==> src/rtl/arcade_session_ctrl.sv <==
// arcade_session_ctrl: menu, launch, round timer and best-score keeper
// shared by several game cores on one button set, grid and LED bank.
module arcade_session_ctrl #(
    parameter int NUM_GAMES     = 4,
    parameter int TICKS_PER_SEC = 50_000_000,
    parameter int ROUND_SECS    = 60,
    parameter int RST_HOLD      = 4
) (
    input  logic                     clk,
    input  logic                     rst_n,
    input  logic [4:0]               btn_pulse,
    input  logic [15:0]              sw,
    input  logic [64*NUM_GAMES-1:0]  game_grid,
    input  logic [16*NUM_GAMES-1:0]  game_led,
    input  logic [NUM_GAMES-1:0]     game_check_ok,
    input  logic [8*NUM_GAMES-1:0]   game_score,
    output logic [5*NUM_GAMES-1:0]   game_btn_pulse,
    output logic [NUM_GAMES-1:0]     game_rst,
    output logic [63:0]              grid,
    output logic [15:0]              led,
    output logic [7:0]               score,
    output logic [2:0]               state_o
);

    localparam int SELW = $clog2(NUM_GAMES);
    localparam int TW   = (TICKS_PER_SEC > 1) ? $clog2(TICKS_PER_SEC) : 1;
    localparam int HW   = $clog2(RST_HOLD + 1);

    localparam logic [2:0] S_MENU    = 3'd0;
    localparam logic [2:0] S_LAUNCH  = 3'd1;
    localparam logic [2:0] S_PLAY    = 3'd2;
    localparam logic [2:0] S_WIN     = 3'd3;
    localparam logic [2:0] S_TIMEOUT = 3'd4;

    logic [2:0]      r_state;
    logic [SELW-1:0] r_sel;
    logic [HW-1:0]   r_hold;
    logic [TW-1:0]   r_tick;
    logic [7:0]      r_sec;
    logic [7:0]      r_last;
    logic [7:0]      r_best [NUM_GAMES];

    logic                 w_play;
    logic                 w_wrap;
    logic                 w_timeout;
    logic                 w_ok;
    logic                 w_abort;
    logic [7:0]           w_score;
    logic [7:0]           w_best_cur;
    logic                 w_new_best;
    logic [NUM_GAMES-1:0] w_sel_oh;
    logic                 w_unused;

    assign w_play     = (r_state == S_PLAY);
    assign w_wrap     = (r_tick == TW'(TICKS_PER_SEC - 1));
    assign w_timeout  = w_wrap && (r_sec == 8'd1);
    assign w_ok       = game_check_ok[r_sel];
    assign w_abort    = sw[15];
    assign w_score    = game_score[r_sel*8 +: 8];
    assign w_best_cur = r_best[r_sel];
    assign w_new_best = (w_best_cur == 8'd0) || (w_score < w_best_cur);
    assign w_sel_oh   = {{(NUM_GAMES-1){1'b0}}, 1'b1} << r_sel;
    assign w_unused   = ^{sw[14:0], game_led};

    // Session FSM: menu selection, launch hold, round timer, win capture.
    always_ff @(posedge clk or negedge rst_n) begin
        if (!rst_n) begin
            r_state <= S_MENU;
            r_sel   <= '0;
            r_hold  <= '0;
            r_tick  <= '0;
            r_sec   <= '0;
            r_last  <= '0;
            for (int i = 0; i < NUM_GAMES; i++) r_best[i] <= '0;
        end else begin
            case (r_state)
                S_MENU: begin
                    if (btn_pulse[4]) begin
                        r_state <= S_LAUNCH;
                        r_hold  <= HW'(RST_HOLD);
                    end else if (btn_pulse[2]) begin
                        r_sel <= (r_sel == '0) ? SELW'(NUM_GAMES - 1)
                                               : r_sel - SELW'(1);
                    end else if (btn_pulse[3]) begin
                        r_sel <= (r_sel == SELW'(NUM_GAMES - 1)) ? '0
                                               : r_sel + SELW'(1);
                    end
                end
                S_LAUNCH: begin
                    if (r_hold == HW'(1)) begin
                        r_state <= S_PLAY;
                        r_sec   <= 8'(ROUND_SECS);
                        r_tick  <= '0;
                    end else begin
                        r_hold <= r_hold - HW'(1);
                    end
                end
                S_PLAY: begin
                    r_tick <= w_wrap ? '0 : r_tick + TW'(1);
                    if (w_wrap && r_sec != 8'd0) r_sec <= r_sec - 8'd1;
                    if (w_abort) begin
                        r_state <= S_MENU;
                    end else if (w_ok) begin
                        r_state <= S_WIN;
                        r_last  <= w_score;
                        if (w_new_best) r_best[r_sel] <= w_score;
                    end else if (w_timeout) begin
                        r_state <= S_TIMEOUT;
                    end
                end
                S_WIN, S_TIMEOUT: begin
                    if (btn_pulse[4] || w_abort) r_state <= S_MENU;
                end
                default: r_state <= S_MENU;
            endcase
        end
    end

    // Display, LED and score mux driven from the registered state.
    always_comb begin
        grid  = '0;
        led   = '0;
        score = '0;
        case (r_state)
            S_MENU: begin
                grid  = {56'h0, 8'hFF} << {r_sel, 3'b000};
                led   = {15'h0, 1'b1} << r_sel;
                score = w_best_cur;
            end
            S_PLAY: begin
                grid  = game_grid[r_sel*64 +: 64];
                led   = {r_sec, game_led[r_sel*16 +: 8]};
                score = w_score;
            end
            S_WIN: begin
                grid  = '1;
                led   = {r_sec, 8'h00};
                score = r_last;
            end
            S_TIMEOUT: begin
                grid  = 64'hAA55_AA55_AA55_AA55;
                led   = {r_sec, 8'h00};
                score = r_last;
            end
            default: ;
        endcase
    end

    assign game_rst = w_play ? ~w_sel_oh : '1;
    assign state_o  = r_state;

    for (genvar g = 0; g < NUM_GAMES; g++) begin : g_fwd
        assign game_btn_pulse[g*5 +: 5] =
            (w_play && w_sel_oh[g]) ? btn_pulse : 5'b0;
    end

endmodule

==> config.mk <==
export PLATFORM = sky130hd
export DESIGN_NAME = arcade_session_ctrl
export DESIGN_NICKNAME = d
export VERILOG_FILES = /design/src/rtl/arcade_session_ctrl.sv
export SDC_FILE = /design/constraint.sdc
export NUM_CORES = 1
export LEC_CHECK = 0
export ABC_AREA = 1
export CORE_AREA = 2 2 190 192
export CTS_CLUSTER_DIAMETER = 30
export DETAILED_ROUTE_END_ITERATION = 8
export DIE_AREA = 0 0 192 194
export GPL_ROUTABILITY_DRIVEN = 0
export GPL_TIMING_DRIVEN = 0
export REMOVE_ABC_BUFFERS = 1
export SYNTH_ARGS = -nofsm -noshare
export SYNTH_HDL_FRONTEND = slang
export SYNTH_SLANG_ARGS = --single-unit
==> constraint.sdc <==
create_clock -name clk -period 2.4 [get_ports clk]
set_input_delay 0.48 -clock clk [delete_from_list [all_inputs] [get_ports clk]]
set_output_delay 0.48 -clock clk [all_outputs]
set_load 0.01 [all_outputs]
**After elaboration in Yosys (flattened, before gate mapping)**

Cells that the tools add are included.

- Flip-flop bits (word level): 82
- Bits in latches: 0
- Memory bits (writable): 0
- ROM bits: 0
- Input bits: 379
- Output and inout port bits: 115
- Memories kept: 0

- $add $sub $neg: 5
- $mul: 0
- Div/mod/pow operators: 0
- Order comparisons: 4
- Equal/unequal tests: 14
- Shift operators: 6
- Muxes and demuxes: 36
- Bitwise logic cells: 4
- Reductions and logical operators: 24

Operator list:

| kind | number |
|---|---|
| 64-bit one-hot mux with 4 select lines | 1 |
| 256-bit by 9-bit indexed part select with 64-bit output | 1 |
| 64-bit by 7-bit indexed part select with 8-bit output | 1 |
| 8-bit by 5-bit left shift with 64-bit output (first input constant) | 1 |
| 26-bit 2-to-1 mux | 2 |
| 26-bit one-hot mux with 2 select lines | 1 |
| 16-bit one-hot mux with 3 select lines | 1 |
| 8-bit 2-to-1 mux | 5 |
| 32-bit bitwise mux | 1 |
| 32-bit by 6-bit indexed part select with 8-bit output | 1 |
| 26-bit by 1-bit adder with 26-bit output (second input constant) | 1 |
| 26-bit == test (second input constant) | 1 |
| 3-bit 2-to-1 mux | 8 |
| 8-bit one-hot mux with 3 select lines | 1 |
| 5-bit 2-to-1 mux | 4 |
| 8-bit binary-select mux with 2-bit select | 1 |
| 8-bit demux with 2-bit select | 1 |
| 8-bit one-hot mux with 2 select lines | 1 |
| 1-bit by 2-bit left shift with 16-bit output (first input constant) | 1 |
| 3-bit one-hot mux with 4 select lines | 1 |
| 3-bit AND reduction | 4 |
| 8-bit by 1-bit == test with 1-bit output (second input constant) | 1 |
| 8-bit zero test | 1 |
| 8-bit less-than comparator | 1 |
| 32 further kinds | 51 |

**Longest topological paths before layout**

- Word-level depth: 7
- Gate-level depth with buffers: 17
- Depth with buffers taken out: 15

**Least setup slack after synthesis**

No wires, ideal clock.

- Path type: register to output
- Start point: register r_sel[0]
- End point: output game_btn_pulse[0]
- Arrival: 2.195 ns
- Data required time: 1.920 ns
- Slack: -0.275 ns
- Cell stages (with the launch flop): 11
- Path buffers: 6
- Cells stage by stage: dfrtp_1 > buf_6 > inv_4 > buf_2 > buf_2 > buf_2 > buf_2 > ha_1 > clkbuf_1 > nand2_1 > nor2_1

- Word-level cells in the longest chain between the ends: 3

Ends and longest elaborated chain:

| item | RTL line | RTL |
|---|---|---|
| start: declaration | 36 | `logic [SELW-1:0] r_sel;` |
| start signal: assignment | 82 | `r_sel <= (r_sel == '0) ? SELW'(NUM_GAMES - 1)` |
| start signal: assignment | 85 | `r_sel <= (r_sel == SELW'(NUM_GAMES - 1)) ? '0` |
| 1-bit by 2-bit left shift with 4-bit output | 62 | `assign w_sel_oh = {{(NUM_GAMES-1){1'b0}}, 1'b1} << r_sel;` |
| 1-bit logical AND | 154 | `(w_play && w_sel_oh[g]) ? btn_pulse : 5'b0;` |
| 5-bit 2-to-1 mux | 154 |  |
| end: declaration | 17 | `output logic [5*NUM_GAMES-1:0] game_btn_pulse,` |

Every way passes these cells.

**Worst setup path in the final report**

- Start point: register r_sel[0]
- End point: output score[6]

- Elaborated cells between the ends (all ways): 6
- Classes of those cells: 1 x shift; 4 x mux; 1 x bitwise

RTL lines:

| item | RTL line | RTL |
|---|---|---|
| 32-bit by 6-bit indexed part select with 8-bit output | 59 | `assign w_score = game_score[r_sel*8 +: 8];` |
| via w_score[6] | 48 | `logic [7:0] w_score;` |
| 8-bit one-hot mux with 3 select lines | 124 | `case (r_state)` |
| end: declaration | 21 | `output logic [7:0] score,` |

The timed path passes the listed nets, and every way through them passes these cells. The select of a mux whose other input is x is not followed.

==> impl_results.md <==
- Run status: complete, but fails checks
- Violations in the final reports: setup timing
- Final worst path period need: 2650 ps
- Quantity of hold-fixing buffers added after cts: 0
- Unrepaired setup endpoints after global routing: true
- Slowest stage cell, crit path: dfrtp_4
- Worst Max-Slew Pin Slew: 671 ps
- Total number of vias: 11.4k
- Die Area: 37200 sq um
- PnR Total Power: 21.8 mW
- Routed wirelength normalized by instance count: 23.6 um
- 1st-iter DRT viols: 912
- Starting Density: 22.1%
- 1st-pass router iterations: 5
- Maximum clock frequency: 0.377 GHz
- Vias in the first global route: 11.0k
- Share of the synthesized netlist area taken by xor and xnor gates: 1.91%
- Via-per-instance ratio: 5.08
- Share of cell area taken by muxes after synthesis: 0.128%
- Relative max-transition margin: 55.1%
- Overall die height: 194 um
- FFs w/ async S/R, synth: 100%
- Core Box Area: 35200 sq um
- Proportion of layout cells with a drive suffix above 1: 25.2%
- Commonest cells in the netlist: 287 x nor2_1, 283 x nand2_1, 196 x o21ai_0
- Critical Path Max Stage Delay: 510 ps
- Post-synth EDFFs: 0
- Core Util, Final: 44.5%
- Dominant combinational cell family by area after synthesis: simple AND/OR/NAND/NOR gates
- Number of remaining DRC errors: 0
- Launching element type of the critical path: flop
- Number of input and output port buffers inserted: 446
- Remaining antenna violation count: 0
- Worst min-delay path class: input pin to async pin
- Number of antenna violations at the first check in global routing: 2
- Clock slew at reported path FFs: 60 ps
- Post-synthesis instance area: 7790 sq um
- Clock tree sinks: 82
- Fraction of the mapped netlist area in compound gates: 22.7%
- Register area share after synthesis: 26.3%
- Final worst setup slack: -249 ps
- Slew Viols, Final: 0
- Total length of routed wires: 53.1 mm
- VDD IR-drop max: 833 uV
- Leakage: 6.86 nW
- Register bit total from synthesis: 82
- Yosys cell types: 41
- TritonCTS clock tree: done
- Post-synthesis average cell area: 6.05 sq um
- Flip-flop cell with the highest count after synthesis: dfrtp_1
- Peak fanout along the critical path: 8
- Number of nets in the final layout: 2179
- Synthesized-area fraction occupied by and/or/nand/nor cells: 36.8%
- GR Util All Layers: 25.5%
- Most frequent cell after synthesis: nor2_1
- Largest area contributor in the synthesized netlist: dfrtp_1
- Remaining Overflow, GRT: 0
- Cell Pwr Density: 1390 nW/um^2
- Max-cap viol count: 0
- Area fraction of the dominant cell type after synthesis: 26.3%
- Number of placement rows: 69
- Root cell of the clock tree: clkbuf_16
- Maximum count of clock buffers along a single path: 2
- Final TNS setup: -13340 ps
- Maximum number of pins on one net before global-route repair: 61
- Cells traversed along the worst timing path: buf_16 -> clkinv_16 -> buf_16 -> o21ai_2 -> o22ai_4 -> buf_4 -> buf_4 -> nand2_1 -> o221ai_1 -> clkbuf_2
- Area contributors post-synth: dfrtp_1 26%, nor2_1 14%, nand2_1 14%
- Final count of hold timing violations: 0
- First-pass GRT wire length: 70.7 mm
- Horizontal die dimension: 192 um
- Filler cells: 3480
- Worst endpoint data arrival time: 2170 ps
- Worst setup timing slack at the placement stage: -1740 ps
- Yosys warning count: 0
- Endpoint class of the critical path: primary output
- Setup clock skew after layout: 10.0 ps
- Clock latency reported for the late side of the worst-skew pair: 340 ps
- TritonCTS Buffers: 9
- Portion of the clock cycle consumed by the worst path in the final layout: 110%
- Crit Path Category: flop to primary output
- H-tree depth: 3
- Relative area change from synthesis to final layout: 101%
- Number of top-level pins: 494
- DP Wirelength: 33.7 mm
- Adder-Cell Fraction of Synth Area: 2.57%
- Post-synthesis cell count: 1288
- Final count of negative-setup-slack endpoints: 112
- CP required: 1920 ps
-- worst max-delay path, delay by kind of cell (launching register included) --
kind	cells	cell delay, ps
compound gates	3	390
buf+inv	6	870
flops	1	510
simple gates	1	40
-- path summary, 6_finish.rpt --
path,start,endpoint,slack (ps),cells after the start
max,r_sel[0],score[6],-250,10
min,rst_n,r_tick[9],50,1
max reg2reg,r_sel[0],r_best[7],-220,14
min reg2reg,r_best[8],r_best[8],470,2
max in group asynchronous,rst_n,r_sel[1],1700,2
min in group clk,r_best[8],r_best[8],470,2
-- cell families (layout without fill, tap and decap cells) --
kind of cell	count (synthesis)	count (layout)
AND/OR/NAND/NOR	686	689
AO/OA/AOI/OAI	319	319
buffers and inverters	167	664
flip-flops	82	82
XOR/XNOR	17	17
adder cells (fa/ha/maj)	16	16
multiplexers	1	1
other	0	2
-- cell type report --
| class | count | area [sq um] | area share [%] |
|---|---|---|---|
| multi-input cells | 1042 | 6210 | 39.7 |
| repair buffers | 564 | 6040 | 38.6 |
| flip-flops and latches | 82 | 2060 | 13.2 |
| well taps | 461 | 577 | 3.68 |
| inverters | 80 | 395 | 2.52 |
| clock buffers | 12 | 246 | 1.57 |
| repair inverters | 5 | 85.1 | 0.543 |
| clock inverters | 3 | 40.0 | 0.256 |
| diodes | 2 | 5.00 | 0.0320 |
-- sequential cells by signal, indices dropped and copies added, names as in the netlist --
register and cells:
r_tick 26, r_last 8, r_sel 2, r_sec 8
r_hold 3, state_o 3, r_best 32
-- metrics by stage --
stage / area, sq um / cells / hold slack, ps
3_3_place_gp: 12400 / 2108 / 454
4_1_cts: 14200 / 2197 / 50.8
2_1_floorplan: 7350 / 1201 / 184
6_report: 15700 / 2251 / 50.0
5_1_grt: 15700 / 2251 / 69.6
3_5_place_dp: 12600 / 2117 / 413
-- timing repair --
item / in CTS / in global routing
pin swaps: 29 / 59
gates cloned: 21 / 13
buffers inserted: 44 / 39
resized for setup: 483 / 417
setup endpoints to repair: 166 / 161
endpoints found under the hold margin: 0 / 0
-- where the power goes --
group	internal, mW	switching [mW]
Combinational	7.61	10.6
Clock	0.827	0.558
Sequential	1.83	0.345
Total	10.3	11.5
-- layer usage --
layer  routed length, um  vias to the layer above  GRT usage, %
met5                   0                        -             0
met4                2210                        0          10.6
met3                3920                       95          4.27
met2               27500                      479          47.1
met1               19500                     5503          28.6
li1                    -                     5356             -
-- cells in the final DEF (no fill, tap or decap), types with 28 or more instances in the layout --
cell / netlist / final
inv_1: 71 / 65
nand3_1: 44 / 40
nand2_2: 4 / 41
o21ai_2: 0 / 28
dfrtp_1: 82 / 77
o21ai_0: 196 / 115
nand2_1: 283 / 239
nand4_1: 41 / 41
o22ai_1: 53 / 28
buf_6: 9 / 42
nor2_1: 287 / 256
buf_4: 1 / 85
o21ai_1: 5 / 51
clkdlybuf4s50_1: 0 / 333
No activity file was read; power rests on OpenSTA's default activity.
